## src/rtl/rvfi_hang_sequencer_if.sv

```systemverilog
// Handshake/status bundle between a hang-check sequencer and its environment.
// Carries the RVFI retirement inputs and the trig/check/progress outputs.
interface rvfi_hang_sequencer_if #(
    parameter int NRET  = 1,
    parameter int CNT_W = 8
);
    logic             enable;
    logic [NRET-1:0]  rvfi_valid;
    logic [NRET-1:0]  rvfi_halt;
    logic             trig;
    logic             check;
    logic             okay;
    logic             aborted;
    logic             done;
    logic [CNT_W-1:0] retire_count;

    modport master (
        output enable, rvfi_valid, rvfi_halt,
        input  trig, check, okay, aborted, done, retire_count
    );

    modport slave (
        input  enable, rvfi_valid, rvfi_halt,
        output trig, check, okay, aborted, done, retire_count
    );
endinterface

```

## src/rtl/rvfi_hang_sequencer.sv

```systemverilog
// Settle -> trig -> retirement window -> check sequencer for bounded-liveness checks.
// Counts RVFI retirements over the window and aborts if a halt retires inside it.
module rvfi_hang_sequencer #(
    parameter int NRET       = 1,
    parameter int SETTLE_CYC = 4,
    parameter int WINDOW_CYC = 16,
    parameter int CNT_W      = 8
) (
    input  logic                  clock,
    input  logic                  reset,
    rvfi_hang_sequencer_if.slave  bus
);
    generate
        if (WINDOW_CYC < 1) begin : g_bad_window
            $error("rvfi_hang_sequencer: WINDOW_CYC must be >= 1");
        end
    endgenerate

    localparam int MAXC = (SETTLE_CYC > WINDOW_CYC) ? SETTLE_CYC : WINDOW_CYC;
    localparam int CW   = $clog2(MAXC + 1);
    localparam int PW   = $clog2(NRET + 1);
    localparam int SW   = ((CNT_W > PW) ? CNT_W : PW) + 1;

    // Window state lasts WINDOW_CYC-1 cycles so check lands WINDOW_CYC after trig.
    localparam logic [CW-1:0] SET_LAST =
        CW'((SETTLE_CYC > 0) ? SETTLE_CYC - 1 : 0);
    localparam logic [CW-1:0] WIN_LAST =
        CW'((WINDOW_CYC > 1) ? WINDOW_CYC - 2 : 0);
    localparam logic [CNT_W-1:0] CMAX = '1;

    typedef enum logic [2:0] {
        S_IDLE,
        S_SETTLE,
        S_TRIG,
        S_WINDOW,
        S_CHECK,
        S_DONE,
        S_ABORT
    } state_t;

    state_t           state_q;
    logic [CW-1:0]    cnt_q;
    logic             trig_q;
    logic             check_q;
    logic             okay_q;
    logic             aborted_q;
    logic             done_q;
    logic [CNT_W-1:0] count_q;

    logic [PW-1:0]    pop_d;
    logic [SW-1:0]    sum_d;
    logic [CNT_W-1:0] count_d;
    logic             halt_hit;
    logic             any_valid;

    always_comb begin
        pop_d = '0;
        for (int i = 0; i < NRET; i++) begin
            pop_d = pop_d + PW'(bus.rvfi_valid[i]);
        end
        sum_d   = SW'(count_q) + SW'(pop_d);
        count_d = (sum_d > SW'(CMAX)) ? CMAX : CNT_W'(sum_d);
    end

    assign halt_hit  = |(bus.rvfi_valid & bus.rvfi_halt);
    assign any_valid = |bus.rvfi_valid;

    always_ff @(posedge clock) begin
        if (reset) begin
            state_q   <= S_IDLE;
            cnt_q     <= '0;
            trig_q    <= 1'b0;
            check_q   <= 1'b0;
            okay_q    <= 1'b0;
            aborted_q <= 1'b0;
            done_q    <= 1'b0;
            count_q   <= '0;
        end else begin
            trig_q  <= 1'b0;
            check_q <= 1'b0;
            unique case (state_q)
                S_IDLE: begin
                    cnt_q <= '0;
                    if (SETTLE_CYC == 0) begin
                        state_q <= S_TRIG;
                        trig_q  <= 1'b1;
                    end else begin
                        state_q <= S_SETTLE;
                    end
                end
                S_SETTLE: begin
                    if (bus.enable) begin
                        if (cnt_q == SET_LAST) begin
                            state_q <= S_TRIG;
                            trig_q  <= 1'b1;
                            cnt_q   <= '0;
                        end else begin
                            cnt_q <= cnt_q + CW'(1);
                        end
                    end
                end
                S_TRIG, S_WINDOW: begin
                    count_q <= count_d;
                    if (any_valid) okay_q <= 1'b1;
                    if (halt_hit) begin
                        state_q   <= S_ABORT;
                        aborted_q <= 1'b1;
                        done_q    <= 1'b1;
                    end else if (state_q == S_TRIG) begin
                        cnt_q <= '0;
                        if (WINDOW_CYC == 1) begin
                            state_q <= S_CHECK;
                            check_q <= 1'b1;
                        end else begin
                            state_q <= S_WINDOW;
                        end
                    end else if (bus.enable) begin
                        if (cnt_q == WIN_LAST) begin
                            state_q <= S_CHECK;
                            check_q <= 1'b1;
                        end else begin
                            cnt_q <= cnt_q + CW'(1);
                        end
                    end
                end
                S_CHECK: begin
                    state_q <= S_DONE;
                    done_q  <= 1'b1;
                end
                default: begin
                    state_q <= state_q;
                end
            endcase
        end
    end

    assign bus.trig         = trig_q;
    assign bus.check        = check_q;
    assign bus.okay         = okay_q;
    assign bus.aborted      = aborted_q;
    assign bus.done         = done_q;
    assign bus.retire_count = count_q;
endmodule

```

## src/flat_wrapper.sv

```systemverilog
// flat-port wrapper written by rule: the top's interface ports become plain ports
module rvfi_hang_sequencer_flat 
#(
    parameter int NRET       = 1,
    parameter int SETTLE_CYC = 4,
    parameter int WINDOW_CYC = 16,
    parameter int CNT_W      = 8
)
  (clock, reset, bus_enable, bus_rvfi_valid, bus_rvfi_halt, bus_trig, bus_check, bus_okay, bus_aborted, bus_done, bus_retire_count);
  rvfi_hang_sequencer_if #(.NRET(NRET), .CNT_W(CNT_W)) bus_i ();
  input  logic clock;
  input  logic reset;
  input wire logic [$bits(bus_i.enable)-1:0] bus_enable;
  input wire logic [$bits(bus_i.rvfi_valid)-1:0] bus_rvfi_valid;
  input wire logic [$bits(bus_i.rvfi_halt)-1:0] bus_rvfi_halt;
  output wire logic [$bits(bus_i.trig)-1:0] bus_trig;
  output wire logic [$bits(bus_i.check)-1:0] bus_check;
  output wire logic [$bits(bus_i.okay)-1:0] bus_okay;
  output wire logic [$bits(bus_i.aborted)-1:0] bus_aborted;
  output wire logic [$bits(bus_i.done)-1:0] bus_done;
  output wire logic [$bits(bus_i.retire_count)-1:0] bus_retire_count;
  assign bus_i.enable = bus_enable;
  assign bus_i.rvfi_valid = bus_rvfi_valid;
  assign bus_i.rvfi_halt = bus_rvfi_halt;
  assign bus_trig = bus_i.trig;
  assign bus_check = bus_i.check;
  assign bus_okay = bus_i.okay;
  assign bus_aborted = bus_i.aborted;
  assign bus_done = bus_i.done;
  assign bus_retire_count = bus_i.retire_count;
  rvfi_hang_sequencer #(.NRET(NRET), .SETTLE_CYC(SETTLE_CYC), .WINDOW_CYC(WINDOW_CYC), .CNT_W(CNT_W)) u_core (.clock(clock), .reset(reset), .bus(bus_i));
endmodule
```

## config.mk

```make
export PLATFORM = sky130hd
export DESIGN_NAME = rvfi_hang_sequencer_flat
export DESIGN_NICKNAME = d
export VERILOG_FILES = /design/src/rtl/rvfi_hang_sequencer_if.sv /design/src/rtl/rvfi_hang_sequencer.sv /design/src/flat_wrapper.sv
export SDC_FILE = /design/constraint.sdc
export NUM_CORES = 1
export LEC_CHECK = 0
export CELL_PAD_IN_SITES_DETAIL_PLACEMENT = 0
export CELL_PAD_IN_SITES_GLOBAL_PLACEMENT = 2
export CORE_MARGIN = 3
export CORE_UTILIZATION = 31
export DETAILED_ROUTE_END_ITERATION = 12
export MAX_ROUTING_LAYER = met4
export PLACE_DENSITY = 0.87
export SKIP_CTS_REPAIR_TIMING = 1
export SLEW_MARGIN = 20
export SYNTH_ARGS = -nofsm -noshare
export SYNTH_HDL_FRONTEND = slang
export SYNTH_SLANG_ARGS = --single-unit
```

## constraint.sdc

```tcl
create_clock -name clock -period 2.8 [get_ports clock]
set_clock_uncertainty 0.2 [all_clocks]
set_input_delay 0.28 -clock clock [delete_from_list [all_inputs] [get_ports clock]]
set_output_delay 0.28 -clock clock [all_outputs]
set_load 0.01 [all_outputs]
```

==> results of run 1 <==
worst max-delay path, stage by stage (launching register included):
cell and delay, ps:
dfxtp_1 400, inv_1 60, ha_1 190, and4b_4 220, and3_4 210, or4_1 500
a21oi_1 160
worst max-delay path by stage:
stage / to / depth (start not counted) / from / slack (ps)
after floorplan: u_core.cnt_q[3]$_SDFFE_PP0P_ / 7 / u_core.cnt_q[0]$_SDFFE_PP0P_ / 850
after global placement: u_core.cnt_q[4]$_SDFFE_PP0P_ / 5 / bus_rvfi_valid / 560
after detailed placement: u_core.cnt_q[4]$_SDFFE_PP0P_ / 5 / bus_rvfi_valid / 500
after CTS: u_core.cnt_q[4]$_SDFFE_PP0P_ / 6 / u_core.cnt_q[0]$_SDFFE_PP0P_ / 790
after global routing: u_core.cnt_q[4]$_SDFFE_PP0P_ / 6 / u_core.cnt_q[0]$_SDFFE_PP0P_ / 640
final: u_core.cnt_q[4]$_SDFFE_PP0P_ / 6 / u_core.cnt_q[0]$_SDFFE_PP0P_ / 800
flip-flops by register name, summed over array words and instances, names as in the netlist:
signal,cells
u_core.cnt_q,5
u_core.bus.retire_count,8
u_core.bus.trig,1
u_core.bus.check,1
u_core.bus.aborted,1
u_core.bus.done,1
u_core.bus.okay,1
u_core.state_q,3
cell usage after synthesis (2+ instances only):
library cell,number,area (µm²)
clkbuf_1,2,7.51
or3_1,2,12.5
xor2_1,2,17.5
dfxtp_1,21,420
a21oi_1,14,70.1
nor3_1,3,15.0
nand2_1,3,11.3
or4_1,3,22.5
inv_1,4,15.0
nor2_1,8,30.0
mux2i_1,2,20.0
o21ai_0,4,20.0
a211oi_1,6,45.0
nand3_1,5,25.0
nor2b_1,2,12.5
buf_2,2,10.0
ha_1,4,50.1
o31ai_1,4,30.0
power groups by stage:
stage	clock network, mW	logic [mW]	registers (mW)
2_1_floorplan	0	0.211	0.377
3_3_place_gp	0	0.267	0.399
3_5_place_dp	0	0.271	0.400
4_1_cts	0.161	0.273	0.393
5_1_grt	0.182	0.307	0.403
6_report	0.155	0.270	0.393
stage by stage:
step	util	total power [mW]	hold slack (ps)	cell area, µm²	cells
detailed placement	0.399	0.670	266	1250	171
finish	0.408	0.819	292	1270	175
CTS	0.408	0.827	297	1270	175
global placement	0.399	0.666	257	1250	171
global route	0.408	0.892	341	1270	175
floorplan	-	0.588	221	1050	115
logic make-up (layout without fill, tap and decap cells):
logic type,after synthesis,count (layout),synth area share
AO/OA/AOI/OAI,35,35,0.217
XOR/XNOR,2,2,0.0167
adder cells (fa/ha/maj),4,4,0.0477
buffers and inverters,11,27,0.0489
flip-flops,21,21,0.401
multiplexers,2,2,0.0191
AND/OR/NAND/NOR,40,40,0.249
cell type report:
cell class,count,area [µm²],share of cell area
tap,44,55.1,0.0432
timing repair buffer,18,178,0.139
sequential,21,420,0.330
multi-input combinational,83,577,0.452
clock buffer,4,26.3,0.0206
inverter,5,18.8,0.0147
layer usage:
| layer | part of all wire | track usage | vias up |
|---|---|---|---|
| met5 | 0 | - | - |
| met4 | 0.020 | 0.0554 | 0 |
| met3 | 0.028 | 0.0228 | 5 |
| met2 | 0.47 | 0.209 | 11 |
| met1 | 0.49 | 0.153 | 417 |
| li1 | - | - | 463 |
==> results.md, run 1 <==
- R2r endpoint: u_core.cnt_q[4]$_SDFFE_PP0P_
- Clock tree buffer depth: 2
- RSZ-0062 raised after global routing: false
- Worst hold path cell count: 2
- Starting DRC count in detailed routing: 66
- Sw Share: 0.357
- Setup CP Type: register to register
- Syn nets: 124
- Fmax: 499 MHz
- GRT Residual Overflow: 0
- Die Area: 4120 µm²
- Largest fanout on the critical path: 10
- Max-cap violations: 0
- I/O Buffers: 17
- TritonCTS clock tree: done
- P_int: 0.526 mW
- Pin count of the biggest net entering global routing: 18
- Combinational fraction of design power: 0.330
- DRC: 0
- Yosys warns: 0
- Routability cong.: 0.798
- Pwr dens: 642 nW/µm²
- Crit path required time: 2850 ps
- Pre-CTS WS: 502 ps
- Worst-Skew Late Latency: 310 ps
- N_diodes: 0
- Core area: 3130 µm²
- Register bit total from synthesis: 21
- CTS Buf Count: 3
- DP HPWL: 1630 µm
- Reg2reg start: u_core.cnt_q[0]$_SDFFE_PP0P_
- Worst Setup Slack, final: 796 ps
- EDFF count, synth: 0
- Initial antenna violation count: 0
- I/O Pins: 18
- Worst hold endpoint: u_core.bus.okay$_SDFFE_PP0P_
- Clock power frac: 0.190
- Actual slew at the worst max-slew pin: 677 ps
- Period utilization: 0.716
- Post-synth ARST share: 0
- Reg2reg setup slack: 800 ps
- Global-route wire length before repair: 4110 µm
- Starting Density: 0.335
- Die height: 64.2 µm
- CTS root buffer: clkbuf_4
- DRT antenna net count: 0
- Sequential share of the synthesized area: 0.401
- Startpoint Class: register
- Row count: 20
- Vias in the first global route: 912
- Reg2Reg Depth: 6
- All-layer global routing usage: 0.128
- Setup TNS: 0 ps
- Commonest cells after routing, fill and taps aside: dfxtp_1 (21), clkdlybuf4s50_1 (17), a21oi_1 (14)
- Most common cell after layout, fill and taps aside: dfxtp_1
- Final hold vios: 0
- Worst setup EP type: register
- H-tree Lvls: 1
- P_leak: 0.439 nW
- Vias: 896
- Hold path startpoint: u_core.bus.okay$_SDFFE_PP0P_
- Drt total wl: 2330 µm
- Hold Crit Class: register to register
- Avg Inst Size Synth: 9.12 µm²
- Slew margin rel.: 0.547
- Clk sinks: 21
- Run status: completed
- Reg clk slew, reported paths: 130 ps
- Fillers: 319
- Endpoints failing setup: 0
- Main synth FF type: dfxtp_1
- P_sw: 0.293 mW
- CP arrival: 2050 ps
- VDD IR max: 0.285 mV
- # nets final: 141
- DR vias/cell: 5.12
- Post-Syn Instances: 115
- Share of layout cells above drive strength 1: 0.0916
- Post-synthesis cell type count: 42
- Reg power frac: 0.480
- Post-Syn Area: 1050 µm²
- First-pass DRT Iterations: 4
- WL/cell: 13.3 µm
- Area delta synth->final: 21.6%
- Max-slew violation count: 0
- Minimum clock period: 2000 ps
- Width of the die: 64.2 µm
Note: power is estimated with default switching activity, not from simulation.
==> inputs of run 2 (changes only) <==
- clock period: 2.8 -> 1.89 ns (I/O delays scaled with it)
==> results.md, run 2 (synthesized netlist as in run 1, its figures left out) <==
- GRT Residual Overflow: 0 (unchanged)
- I/O Pins: 18 (unchanged)
- Placed Cells: 183 (was 171)
- All-layer global routing usage: 0.133 (was 0.128)
- CTS root buffer: clkbuf_4 (unchanged)
- Worst-Skew Late Latency: 310 ps (about the same)
- Die Area: 4120 µm² (unchanged)
- Die height: 64.2 µm (unchanged)
- VDD IR max: 0.413 mV (was 0.285 mV)
- Pwr dens: 931 nW/µm² (was 642 nW/µm²)
- CP arrival: 1920 ps (was 2050 ps)
- DR vias/cell: 5.07 (was 5.12)
- CP peak stage delay: 500 ps (about the same)
- Minimum clock period: 1860 ps (was 2000 ps)
- # nets final: 157 (was 141)
- Most common cell after layout, fill and taps aside: dfxtp_1 (unchanged)
- Final hold vios: 0 (unchanged)
- Finished Layout Cells: 191 (was 175)
- Reg2reg start: u_core.cnt_q[0]$_SDFFE_PP0P_ (unchanged)
- Initial antenna violation count: 0 (unchanged)
- Setup TNS: 0 ps (unchanged)
- Starting DRC count in detailed routing: 28 (was 66)
- Largest fanout on the critical path: 5 (was 10)
- Vias in the first global route: 944 (was 912)
- Hold Crit Class: register to register (unchanged)
- Startpoint Class: register (unchanged)
- Final non-filler cell area: 1470 µm² (was 1270 µm²)
- Crit path cell chain: inv_4 -> ha_4 -> and4b_4 -> and3_4 -> or4_1 -> a21oi_1 (was inv_1 -> ha_1 -> and4b_4 -> and3_4 -> or4_1 -> a21oi_1)
- Global-route wire length before repair: 4380 µm (was 4110 µm)
- Commonest cells after routing, fill and taps aside: dfxtp_1 (19), clkdlybuf4s50_1 (17), buf_4 (16) (was dfxtp_1 (21), clkdlybuf4s50_1 (17), a21oi_1 (14))
- First-pass DRT Iterations: 4 (unchanged)
- I/O Buffers: 17 (unchanged)
- Routability cong.: 0.809 (was 0.798)
- Max-slew violation count: 0 (unchanged)
- Row count: 20 (unchanged)
- RSZ-0062 raised after global routing: true (was false)
- Reg clk slew, reported paths: 120 ps (was 130 ps)
- DRT antenna net count: 0 (unchanged)
- Max reg flops: 8 (unchanged)
- Worst hold endpoint: u_core.bus.okay$_SDFFE_PP0P_ (unchanged)
- P_leak: 0.532 nW (was 0.439 nW)
- Period utilization: 0.984 (was 0.716)
- DP HPWL: 1770 µm (was 1630 µm)
- Fmax: 538 MHz (was 499 MHz)
- Placed Area: 1340 µm² (was 1250 µm²)
- Run status: completed (unchanged)
- WL/cell: 13.6 µm (was 13.3 µm)
- Share of layout cells above drive strength 1: 0.245 (was 0.0916)
- Pre-CTS WS: -202 ps (was 502 ps)
- Crit path required time: 1950 ps (was 2850 ps)
- Endpoints failing setup: 0 (unchanged)
- Vias: 969 (was 896)
- Clk sinks: 21 (unchanged)
- Worst setup EP type: register (unchanged)
- Drt total wl: 2590 µm (was 2330 µm)
- R2r endpoint: u_core.cnt_q[2]$_SDFFE_PP0P_ (was u_core.cnt_q[4]$_SDFFE_PP0P_)
- Setup CP Type: register to register (unchanged)
- Worst hold path cell count: 2 (unchanged)
- DRC: 0 (unchanged)
- H-tree Lvls: 1 (unchanged)
- Overall power: 1.37 mW (was 0.819 mW)
- Max-cap violations: 0 (unchanged)
- Hold path startpoint: u_core.bus.okay$_SDFFE_PP0P_ (unchanged)
- Reg2reg setup slack: 30 ps (was 800 ps)
- Actual slew at the worst max-slew pin: 420 ps (was 677 ps)
- Core area: 3130 µm² (unchanged)
- Clock tree buffer depth: 2 (unchanged)
- N_diodes: 0 (unchanged)
- Reg2Reg Depth: 6 (unchanged)
- Area delta synth->final: 40.6% (was 21.6%)
- Slowest CP cell: or4_1 (unchanged)
- Slew margin rel.: 0.719 (was 0.547)
- Starting Density: 0.335 (unchanged)
- Worst Setup Slack, final: 29.8 ps (was 796 ps)
- CTS Buf Count: 3 (unchanged)
- Width of the die: 64.2 µm (unchanged)
- Pin count of the biggest net entering global routing: 14 (was 18)
- TritonCTS clock tree: done (unchanged)
## run 2: cell types whose count changed in the layout (fill, tap and decap cells not counted), moves of 2 or more
cell / delta
ha_4: +2
dfxtp_4: +2
dfxtp_1: -2
buf_4: +15
ha_1: -2
## run 2: worst max path at each step
stage / start / endpoint / slack, ps / cells past startpoint
2_1_floorplan: u_core.cnt_q[0]$_SDFFE_PP0P_ / u_core.cnt_q[2]$_SDFFE_PP0P_ / 4 / 7
3_3_place_gp: bus_rvfi_valid / u_core.cnt_q[4]$_SDFFE_PP0P_ / -140 / 5
3_5_place_dp: bus_rvfi_valid / u_core.cnt_q[4]$_SDFFE_PP0P_ / -200 / 5
4_1_cts: u_core.cnt_q[1]$_SDFFE_PP0P_ / u_core.state_q[2]$_SDFFE_PP0P_ / -30 / 5
5_1_grt: u_core.state_q[1]$_SDFFE_PP0P_ / u_core.state_q[1]$_SDFFE_PP0P_ / -70 / 4
6_report: u_core.cnt_q[0]$_SDFFE_PP0P_ / u_core.cnt_q[2]$_SDFFE_PP0P_ / 30 / 6
## run 2: routing by layer
layer	GRT usage	share of wire	vias up
met2	0.199	0.45	12
met4	0.0475	0.013	0
li1	-	-	496
met3	0.0193	0.031	4
met1	0.184	0.51	457
met5	-	0	-
## run 2: metrics by stage
step           hold slack, ps  utilization
2_1_floorplan             130            -
3_3_place_gp              254        0.428
3_5_place_dp              261        0.428
4_1_cts                   297        0.437
5_1_grt                   326        0.471
6_report                  294        0.471
## run 2: report_power, final
part | total (mW) | internal (mW) | switching [mW]
Sequential | 0.614 | 0.506 | 0.108
Clock | 0.228 | 0.0825 | 0.146
Combinational | 0.530 | 0.278 | 0.252
Total | 1.37 | 0.867 | 0.505
## run 2: area by class of cell
class / count / area, µm²
flip-flops and latches: 21 / 428
multi-input cells: 84 / 653
repair buffers: 33 / 290
fillers: 301 / 1650
clock buffers: 4 / 26.3
well taps: 44 / 55.1
inverters: 5 / 21.3
## run 2: worst max-delay path, delay by kind of cell (launching register included)
family | cells | cell delay, ps
AO/OA/AOI/OAI | 1 | 120
adder cells (fa/ha/maj) | 1 | 140
buffers and inverters | 1 | 40
flip-flops | 1 | 410
AND/OR/NAND/NOR | 3 | 890
